==> config.mk <==
export PLATFORM = sky130hd
export DESIGN_NAME = vita49_trig_sched_flat
export DESIGN_NICKNAME = d
export VERILOG_FILES = /design/src/rtl/vita49_trig_sched_if.sv /design/src/rtl/vita49_trig_sched.sv /design/src/flat_wrapper.sv
export SDC_FILE = /design/constraint.sdc
export NUM_CORES = 1
export LEC_CHECK = 0
export BUFFER_PORTS_ARGS = -buffer_cell sky130_fd_sc_hd__buf_2
export CAP_MARGIN = 30
export CORE_UTILIZATION = 53
export DETAILED_ROUTE_END_ITERATION = 8
export PLACE_DENSITY_LB_ADDON = 0.3
export SYNTH_ARGS = -nofsm -noshare
export SYNTH_HDL_FRONTEND = slang
export SYNTH_SLANG_ARGS = --single-unit
==> constraint.sdc <==
create_clock -name samp_clk -period 13.04 [get_ports samp_clk]
set_clock_uncertainty 0.1 [all_clocks]
set_input_delay 0.652 -clock samp_clk [delete_from_list [all_inputs] [get_ports samp_clk]]
set_output_delay 0.652 -clock samp_clk [all_outputs]
set_load 0.05 [all_outputs]
==> src/rtl/vita49_trig_sched_if.sv <==
`default_nettype none
// ============================================================================
// Module      : vita49_trig_sched_if
// Description : Bundle for the VITA-49 timed trigger scheduler. It carries the
//               running timestamp, the command push handshake, the cancel
//               strobe, and the event/status outputs.
//   master : drives tsi, tsf, cmd_*, cancel; observes everything else
//   slave  : the scheduler side, the mirror image of master
// Revision    : 1.0 - initial release
// ============================================================================
interface vita49_trig_sched_if #(
  parameter int DEPTH = 4,
  parameter int TAG_W = 8
);
  localparam int LVL_W = $clog2(DEPTH) + 1;

  logic [31:0]      tsi;
  logic [63:0]      tsf;
  logic             cmd_valid;
  logic             cmd_ready;
  logic [31:0]      cmd_tsi;
  logic [63:0]      cmd_tsf;
  logic [TAG_W-1:0] cmd_tag;
  logic             cancel;
  logic             trig;
  logic             late;
  logic [TAG_W-1:0] ev_tag;
  logic             armed;
  logic [LVL_W-1:0] level;
  logic [15:0]      late_cnt;

  modport master (
    output tsi, tsf, cmd_valid, cmd_tsi, cmd_tsf, cmd_tag, cancel,
    input  cmd_ready, trig, late, ev_tag, armed, level, late_cnt
  );

  modport slave (
    input  tsi, tsf, cmd_valid, cmd_tsi, cmd_tsf, cmd_tag, cancel,
    output cmd_ready, trig, late, ev_tag, armed, level, late_cnt
  );
endinterface
`default_nettype wire

==> src/rtl/vita49_trig_sched.sv <==
`default_nettype none
// ============================================================================
// Module      : vita49_trig_sched
// Description : Timed trigger scheduler. Commands {tsi, tsf, tag} are queued
//               in a FIFO. Each command is moved into a target register and
//               compared, unsigned over 96 bits, against the running
//               timestamp. It then fires (trig), is discarded as late (late),
//               or waits in ARMED until its time arrives.
// Ports       : samp_clk - sole clock, rising edge
//               ARESETN  - asynchronous active-low reset
//               bus      - vita49_trig_sched_if.slave (timestamp, command
//                          handshake, cancel, trig/late/ev_tag, armed,
//                          level, late_cnt)
// Revision    : 1.0 - initial release
// ============================================================================
module vita49_trig_sched #(
  parameter int DEPTH = 4,
  parameter int TAG_W = 8
) (
  input  logic                samp_clk,
  input  logic                ARESETN,
  vita49_trig_sched_if.slave  bus
);

  localparam int PTR_W = $clog2(DEPTH);
  localparam int LVL_W = PTR_W + 1;
  localparam int ENT_W = 96 + TAG_W;

  typedef enum logic [1:0] {
    S_IDLE  = 2'd0,
    S_CHECK = 2'd1,
    S_ARMED = 2'd2
  } state_t;

  state_t             state_q, state_d;
  logic [ENT_W-1:0]   mem_q [DEPTH];
  logic [PTR_W-1:0]   wr_ptr_q, wr_ptr_d;
  logic [PTR_W-1:0]   rd_ptr_q, rd_ptr_d;
  logic [LVL_W-1:0]   count_q, count_d;
  logic [ENT_W-1:0]   tgt_q, tgt_d;
  logic               trig_q, trig_d;
  logic               late_q, late_d;
  logic [TAG_W-1:0]   ev_tag_q, ev_tag_d;
  logic [15:0]        late_cnt_q, late_cnt_d;
  logic               rdy_q;

  logic               w_ready;
  logic               w_push;
  logic               w_pop;
  logic [95:0]        w_now;
  logic [95:0]        w_tgt_time;
  logic [TAG_W-1:0]   w_tgt_tag;

  // rdy_q holds cmd_ready low through reset and for the edge that ends it.
  assign w_ready    = rdy_q && (count_q < LVL_W'(DEPTH)) && !bus.cancel;
  assign w_push     = bus.cmd_valid && w_ready;
  // No pop is allowed in the cycle that carries an event pulse. Each entry
  // therefore takes IDLE -> CHECK -> event, which keeps successive pulses at
  // least three cycles apart.
  assign w_pop      = (state_q == S_IDLE) && (count_q != '0) &&
                      !trig_q && !late_q && !bus.cancel;
  assign w_now      = {bus.tsi, bus.tsf};
  assign w_tgt_time = tgt_q[ENT_W-1 -: 96];
  assign w_tgt_tag  = tgt_q[TAG_W-1:0];

  // FIFO storage carries no reset; only pointers and occupancy are reset.
  always_ff @(posedge samp_clk) begin
    if (w_push) begin
      mem_q[wr_ptr_q] <= {bus.cmd_tsi, bus.cmd_tsf, bus.cmd_tag};
    end
  end

  always_comb begin
    state_d    = state_q;
    tgt_d      = tgt_q;
    trig_d     = 1'b0;
    late_d     = 1'b0;
    ev_tag_d   = ev_tag_q;
    late_cnt_d = late_cnt_q;
    wr_ptr_d   = wr_ptr_q + PTR_W'(w_push);
    rd_ptr_d   = rd_ptr_q + PTR_W'(w_pop);
    count_d    = count_q + LVL_W'(w_push) - LVL_W'(w_pop);

    unique case (state_q)
      S_IDLE: begin
        if (w_pop) begin
          tgt_d   = mem_q[rd_ptr_q];
          state_d = S_CHECK;
        end
      end
      S_CHECK: begin
        if (w_tgt_time < w_now) begin
          late_d   = 1'b1;
          ev_tag_d = w_tgt_tag;
          if (late_cnt_q != 16'hFFFF) begin
            late_cnt_d = late_cnt_q + 16'd1;
          end
          state_d  = S_IDLE;
        end else if (w_tgt_time == w_now) begin
          trig_d   = 1'b1;
          ev_tag_d = w_tgt_tag;
          state_d  = S_IDLE;
        end else begin
          state_d  = S_ARMED;
        end
      end
      S_ARMED: begin
        if (w_now >= w_tgt_time) begin
          trig_d   = 1'b1;
          ev_tag_d = w_tgt_tag;
          state_d  = S_IDLE;
        end
      end
      default: state_d = S_IDLE;
    endcase

    // cancel wins over everything: flush, disarm, drop any pending event.
    // The late counter and the last reported tag are kept.
    if (bus.cancel) begin
      state_d    = S_IDLE;
      trig_d     = 1'b0;
      late_d     = 1'b0;
      ev_tag_d   = ev_tag_q;
      late_cnt_d = late_cnt_q;
      wr_ptr_d   = '0;
      rd_ptr_d   = '0;
      count_d    = '0;
    end
  end

  always_ff @(posedge samp_clk or negedge ARESETN) begin
    if (!ARESETN) begin
      state_q    <= S_IDLE;
      tgt_q      <= '0;
      trig_q     <= 1'b0;
      late_q     <= 1'b0;
      ev_tag_q   <= '0;
      late_cnt_q <= '0;
      wr_ptr_q   <= '0;
      rd_ptr_q   <= '0;
      count_q    <= '0;
      rdy_q      <= 1'b0;
    end else begin
      state_q    <= state_d;
      tgt_q      <= tgt_d;
      trig_q     <= trig_d;
      late_q     <= late_d;
      ev_tag_q   <= ev_tag_d;
      late_cnt_q <= late_cnt_d;
      wr_ptr_q   <= wr_ptr_d;
      rd_ptr_q   <= rd_ptr_d;
      count_q    <= count_d;
      rdy_q      <= 1'b1;
    end
  end

  assign bus.cmd_ready = w_ready;
  assign bus.trig      = trig_q;
  assign bus.late      = late_q;
  assign bus.ev_tag    = ev_tag_q;
  assign bus.armed     = (state_q == S_ARMED);
  assign bus.level     = count_q;
  assign bus.late_cnt  = late_cnt_q;

endmodule
`default_nettype wire

==> src/flat_wrapper.sv <==
// flat-port wrapper written by rule: the top's interface ports become plain ports
module vita49_trig_sched_flat 
#(
  parameter int DEPTH = 4,
  parameter int TAG_W = 8
)
  (samp_clk, ARESETN, bus_tsi, bus_tsf, bus_cmd_valid, bus_cmd_tsi, bus_cmd_tsf, bus_cmd_tag, bus_cancel, bus_cmd_ready, bus_trig, bus_late, bus_ev_tag, bus_armed, bus_level, bus_late_cnt);
  vita49_trig_sched_if #(.DEPTH(DEPTH), .TAG_W(TAG_W)) bus_i ();
  input  logic samp_clk;
  input  logic ARESETN;
  input wire logic [$bits(bus_i.tsi)-1:0] bus_tsi;
  input wire logic [$bits(bus_i.tsf)-1:0] bus_tsf;
  input wire logic [$bits(bus_i.cmd_valid)-1:0] bus_cmd_valid;
  input wire logic [$bits(bus_i.cmd_tsi)-1:0] bus_cmd_tsi;
  input wire logic [$bits(bus_i.cmd_tsf)-1:0] bus_cmd_tsf;
  input wire logic [$bits(bus_i.cmd_tag)-1:0] bus_cmd_tag;
  input wire logic [$bits(bus_i.cancel)-1:0] bus_cancel;
  output wire logic [$bits(bus_i.cmd_ready)-1:0] bus_cmd_ready;
  output wire logic [$bits(bus_i.trig)-1:0] bus_trig;
  output wire logic [$bits(bus_i.late)-1:0] bus_late;
  output wire logic [$bits(bus_i.ev_tag)-1:0] bus_ev_tag;
  output wire logic [$bits(bus_i.armed)-1:0] bus_armed;
  output wire logic [$bits(bus_i.level)-1:0] bus_level;
  output wire logic [$bits(bus_i.late_cnt)-1:0] bus_late_cnt;
  assign bus_i.tsi = bus_tsi;
  assign bus_i.tsf = bus_tsf;
  assign bus_i.cmd_valid = bus_cmd_valid;
  assign bus_i.cmd_tsi = bus_cmd_tsi;
  assign bus_i.cmd_tsf = bus_cmd_tsf;
  assign bus_i.cmd_tag = bus_cmd_tag;
  assign bus_i.cancel = bus_cancel;
  assign bus_cmd_ready = bus_i.cmd_ready;
  assign bus_trig = bus_i.trig;
  assign bus_late = bus_i.late;
  assign bus_ev_tag = bus_i.ev_tag;
  assign bus_armed = bus_i.armed;
  assign bus_level = bus_i.level;
  assign bus_late_cnt = bus_i.late_cnt;
  vita49_trig_sched #(.DEPTH(DEPTH), .TAG_W(TAG_W)) u_core (.samp_clk(samp_clk), .ARESETN(ARESETN), .bus(bus_i));
endmodule
Yosys cells after proc, flatten, opt, wreduce, memory -nomap -nowiden

Memories as Yosys holds them, arrays and structs flattened. A register that Yosys moved wholly into a read port is not among the register bits.
Index checks and enable logic that the tools add are counted.

Logic and storage cells: 68
Bits in registers: 36
Memories kept: 1
Bits in latches: 0
RAM bits: 416
ROM bits: 0
Bits of input ports: 204

Eq/ne operators: 8
Shift-type cells: 0
Add/subtract/negate cells: 5
Multiply operators: 0
Reduce and logical (&&, ||, !) cells: 18
Muxes and demuxes: 23
Bitwise logic cells: 1
Div/mod/pow operators: 0
Magnitude comparators: 3

Memory list:

| memory       | depth | width | rd ports | clocked after Yosys merged registers in | wr ports | RTL line                | RTL |
|---|---|---|---|---|---|---|---|
| u_core.mem_q | 4     | 104   | 1        | 1                                       | 1        | vita49_trig_sched.sv:36 | `logic [ENT_W-1:0] mem_q [DEPTH];` |

Operators with widths:

| kind                  | count |
|---|---|
| $eq 96x96->1          | 1 |
| $ge 96x96->1          | 1 |
| $lt 96x96->1          | 1 |
| $mux 8                | 3 |
| $add 16x1->16 const B | 1 |
| $ne 16x16->1 const B  | 1 |
| $pmux 8 s2            | 1 |
| $mux 2                | 7 |
| $mux 1                | 9 |
| $reduce_and 4->1      | 2 |
| $logic_and 1x1->1     | 7 |
| $ne 3x2->1 const B    | 2 |
| $pmux 2 s3            | 1 |
| $add 2x1->2           | 2 |
| $logic_not 1->1       | 4 |
| $reduce_and 2->1      | 2 |
| $add 3x1->3           | 1 |
| $lt 3x3->1 const B    | 1 |
| $mux 3                | 1 |
| $ne 3x1->1 const B    | 1 |
| $reduce_bool 3->1     | 1 |
| $sub 3x1->3           | 1 |
| $eq 2x1->1 const B    | 1 |
| $eq 2x2->1 const B    | 1 |
| 5 further kinds       | 5 |

Longest topological paths before layout

Depth in word-level cells: 8
Gate-level depth with buffers: 14
Gate-level depth less buffers: 12

Worst setup path before layout

No wires, ideal clock.

Path type: input to register
Start: input port bus_cancel
End: memory u_core.mem_q[0][0] (netlist name), enable pin
Setup time: 715 ps
Path slack: 2201 ps
Path buffers: 1
Stages on the path: 4
Data arrival time: 10024 ps
Cell sequence: clkbuf_1 > nor3b_1 > and2_0 > nor3b_1

Longest elaborated chain between the ends: 5

Ends and longest elaborated chain:

| what                         | RTL line                | RTL |
|---|---|---|
| from (decl)                  | flat_wrapper.sv:17      | `input wire logic [$bits(bus_i.cancel)-1:0] bus_cancel;` |
| $logic_not 1->1              | vita49_trig_sched.sv:55 | `assign w_ready = rdy_q && (count_q < LVL_W'(DEPTH)) && !bus.cancel;` |
| $logic_and 1x1->1            | vita49_trig_sched.sv:55 |  |
| named net bus_cmd_ready      | flat_wrapper.sv:18      | `output wire logic [$bits(bus_i.cmd_ready)-1:0] bus_cmd_ready;` |
| $logic_and 1x1->1            | vita49_trig_sched.sv:56 | `assign w_push = bus.cmd_valid && w_ready;` |
| $mux 1                       | vita49_trig_sched.sv:68 | `if (w_push) begin` |
| $mux 1 (not written as such) | vita49_trig_sched.sv:69 | `mem_q[wr_ptr_q] <= {bus.cmd_tsi, bus.cmd_tsf, bus.cmd_tag};` |
| to (decl)                    | vita49_trig_sched.sv:36 |  |

The timed path passes the listed nets, and every way through them passes these cells.

Final worst setup path

Start: register u_core.tgt_q[69] (read register of u_core.mem_q)
End: register u_core.ev_tag_q[2], in the netlist u_core.bus.ev_tag[2]

Longest elaborated chain between the ends: 3

Ends and longest elaborated chain:

| what                                                            | RTL line                 | RTL |
|---|---|---|
| from (decl)                                                     | vita49_trig_sched.sv:40  | `logic [ENT_W-1:0] tgt_q, tgt_d;` |
| $lt 96x96->1 (tied with other cells)                            | vita49_trig_sched.sv:92  | `if (w_tgt_time < w_now) begin` |
| $ne 3x1->1 (no source line) (tied with other cells)             | -                        |  |
| $reduce_and 4->1 (no source line) or $pmux 8 s2 (tied branches) | -                        |  |
| to (signal assigned)                                            | vita49_trig_sched.sv:148 | `ev_tag_q <= ev_tag_d;` |
| to (decl)                                                       | vita49_trig_sched.sv:43  | `logic [TAG_W-1:0] ev_tag_q, ev_tag_d;` |

Several ways; a longest one is shown, not always the timed one.
A chain may end at the register's enable or synchronous reset.

==> results by group <==
Route
  – DRC Markers: 0
  – Final ANT Viol Nets: 0
  – WL/cell: around 21 um
  – Detailed-route vias per instance: ~5.6
  – WL final: 47000 um
  – Initial drt markers: about 720
  – DRT Pass-1 Iters: 5
  – Via count: between 10000 and 15000

Clocking
  – CTS max path bufs: 3
  – Total CTS buffers: 56
  – Root Buffer: clkbuf_16
  – CTS tree: done
  – Skew-Pair Late Insertion Delay: 600 ps
  – Setup bufs post-CTS: 0
  – Number of gates resized after cts: 0
  – Clock Pin Slew Worst Setup and Hold Paths: approximately 60 ps
  – Clock sink total: ~560
  – # hold bufs at CTS: 0
  – H-tree Lvls: 2

Cells and area
  – Fin nets: ~1900
  – Final Instance Area: ~27000 um2
  – Ratio of cells with drive above 1 in the final layout: ~30%
  – Area grow syn2layout: 16.6%
  – Final core occ: 62.9%

Global route
  – GRT Overall Usage: between 20% and 30%
  – Initial antenna violation count: 8
  – Largest net degree at the start of global routing: 99
  – Number of global-route vias before repair: between 10000 and 15000
  – First-pass GRT wire length: a little over 70000 um
  – Gr ovfl total: 0

Logic synthesis
  – Register bit total from synthesis: roughly 560
  – Synth Warn #: 0
  – Register area share after synthesis: a little over two thirds
  – Main synth FF type: edfxtp_1
  – Netlist cell types: 64
  – Post-Syn Nets: between 1500 and 2000
  – Post-synth EDFFs: 416
  – Mean post-synth cell area: roughly 17 um2
  – Asr flop ratio synth: 25.2%
  – Cell Area, Synth: about 23000 um2
  – Cell count after synthesis: roughly 1400

STA
  – RSZ-0062 raised after global routing: no
  – Final worst slack: around 9500 ps
  – Slew headroom: 38.3%
  – Final hold vios: 0
  – Slew @ Worst Pin: 919 ps
  – Post-layout minimum cycle time: between 3000 and 4000 ps
  – Tcrit/Tclk final: approximately 27%
  – Fmax: approximately 280 MHz
  – Pins Over Slew Limit: 0
  – Final Hold Slack: approximately 26 ps
  – Setup violations, final: 0
  – Total negative slack: 0 ps

Critical path
  – Worst Path Max Fanout: 8
  – CP Capture Type: flip-flop
  – Reg-to-reg startpoint: u_core.tgt_q[69]$_DFFE_PN0P_
  – CP Class: flip-flop to flip-flop
  – CP arrival: approximately 3900 ps
  – CP Launch Type: flip-flop
  – CP startpoint: u_core.tgt_q[69]$_DFFE_PN0P_
  – Worst Path Required: around 13000 ps

Power
  – Leak pwr: between 10 and 15 nW
  – PD cells: approximately 190 nW/um2
  – Worst vdd ir: approximately 120 uV
  – P_sw: 1.47 mW
  – Clock power frac: a little under a third
  – Switching share of total power: 29.3%
  – Int Pwr: 3.54 mW
  – Flop pwr share: a little over two fifths
  – Logic pwr share: approximately a quarter

Placement
  – Final HPWL DP: around 30000 um
  – Placed Area: 24700 um2
  – Worst slack, placed: 9050 ps
  – Routability-driven placement congestion ratio: a little under 0.8
  – PortBufs: approximately 230

Floorplanning
  – I/O Pins: 235
  – Die Y: 209 um
  – Initial Utilization: 54.0%
  – Core area: around 42000 um2
  – Die ar.: roughly 44000 um2
  – Die width: between 200 and 250 um
  – Num rows: 75

Flow run
  – Max-cap viol count: 0

Worst hold path
  – Tightest Hold Check Type: input port to async pin

Status
  – Status: finished clean
## routing by layer
metal | wire [um] | up-vias | GRT usage [%]
met3 | 2780 | 89 | 5.03
li1 | - | 5723 | -
met4 | 1100 | 10 | 6.24
met1 | 20000 | 6287 | 29.6
met2 | 23000 | 308 | 36.7
met5 | 71 | - | 0
## layout make-up
type	count	area (um2)
Sequential cell	556	16000
Fill cell	3078	15700
Multi-Input combinational cell	648	6240
Clock buffer	78	1570
Timing Repair Buffer	254	1460
Tap cell	539	674
Inverter	106	403
Clock inverter	28	229
Antenna cell	3	7.51
## flip-flops by register name (all words and copies together) (netlist names)
| name | flops |
|---|---|
| u_core.bus.ev_tag | 8 |
| u_core.bus.late_cnt | 16 |
| u_core.rdy_q | 1 |
| u_core.bus.late | 1 |
| u_core.mem_q | 416 |
| u_core.bus.level | 3 |
| u_core.wr_ptr_q | 2 |
| u_core.rd_ptr_q | 2 |
| u_core.tgt_q | 104 |
| u_core.bus.trig | 1 |
| u_core.state_q | 2 |
## stage by stage
step	total power, mW	std cells
global route	5.29	2210
finish	5.01	2212
detailed placement	3.51	2100
global placement	3.44	2096
CTS	5.07	2206
floorplan	3.15	1358
## cell usage in the layout, fill, tap and decap left out, types with 7 or more instances in the layout
cell	count
a21oi_1	37
nor3_1	7
nor2_1	10
clkbuf_16	57
o21ai_0	104
nand3_1	18
edfxtp_1	416
clkbuf_1	15
buf_2	233
buf_4	13
nand2_1	125
nand4_1	23
mux2_2	18
dfrtp_1	138
mux4_2	104
xnor2_1	16
clkinv_2	14
ha_1	104
inv_1	105
## power groups by stage
stage | clock [mW] | sequential, mW | combinational [mW]
after floorplan | 0 | 2.28 | 0.868
after global placement | 0 | 2.23 | 1.21
after detailed placement | 0 | 2.24 | 1.27
after CTS | 1.58 | 2.21 | 1.28
after global routing | 1.65 | 2.23 | 1.41
final | 1.55 | 2.21 | 1.26
## path summary, 6_finish.rpt
path | endpoint | slack [ps] | depth (start not counted)
worst max-delay path | u_core.bus.ev_tag[2]$_DFFE_PN0P_ | 9470 | 9
worst min-delay path | u_core.tgt_q[61]$_DFFE_PN0P_ | 30 | 1
worst max register to register | u_core.bus.ev_tag[2]$_DFFE_PN0P_ | 9470 | 9
worst min register to register | u_core.tgt_q[5]$_DFFE_PN0P_ | 400 | 1
max in group asynchronous | u_core.rd_ptr_q[0]$_DFF_PN0_ | 11570 | 3
min in group samp_clk | u_core.mem_q[3][26]$_DFFE_PP_ | 170 | 1
## logic make-up (layout without fill, tap and decap cells)
group / Yosys count / in the layout / synth area share (%)
buf+inv: 154 / 466 / 2.60
flops: 556 / 556 / 70.2
fa+ha+maj: 105 / 105 / 5.80
xor+xnor: 18 / 18 / 0.691
mux: 124 / 124 / 11.3
other cells: 1 / 4 / 0.0164
compound gates: 175 / 175 / 4.49
simple gates: 225 / 225 / 4.99
## cells in the mapped netlist, drive strengths merged (2+ instances only)
cell type    n  share of area [%]
a221oi       2              0.077
xnor2       16               0.61
edfxtp     416                 55
o21a         3              0.099
xor2         2              0.077
nor2        12               0.20
nand3       20               0.48
a21o         6               0.20
nor3         8               0.20
o31a         2              0.077
a21oi       37               0.81
a211oi       3              0.099
nor4         4               0.20
mux4       104                 10
inv        106                1.7
and3         7               0.23
o31ai        3               0.16
a221o        3               0.13
nor2b        6               0.16
mux2        19               0.94
dfrtp      140                 15
buf         12               0.26
nor3b        2              0.066
nand2      125                2.1
a21boi       2              0.066
and2         2              0.055
nor4b        2               0.10
clkbuf      36               0.59
and4bb       3               0.18
and4         6               0.24
ha         104                5.7
o21ai      106                2.3
nand4       23               0.63
## worst max-delay path: stages, from the launching register on
cell and delay (ps):
dfrtp_1 330, inv_1 50, ha_1 290, nand4_1 130, nor3_1 770, and4_2 470, nand3_1 260, o21a_1 220
a41oi_4 420, mux2_2 390
Power figures use the tool's default switching activity.
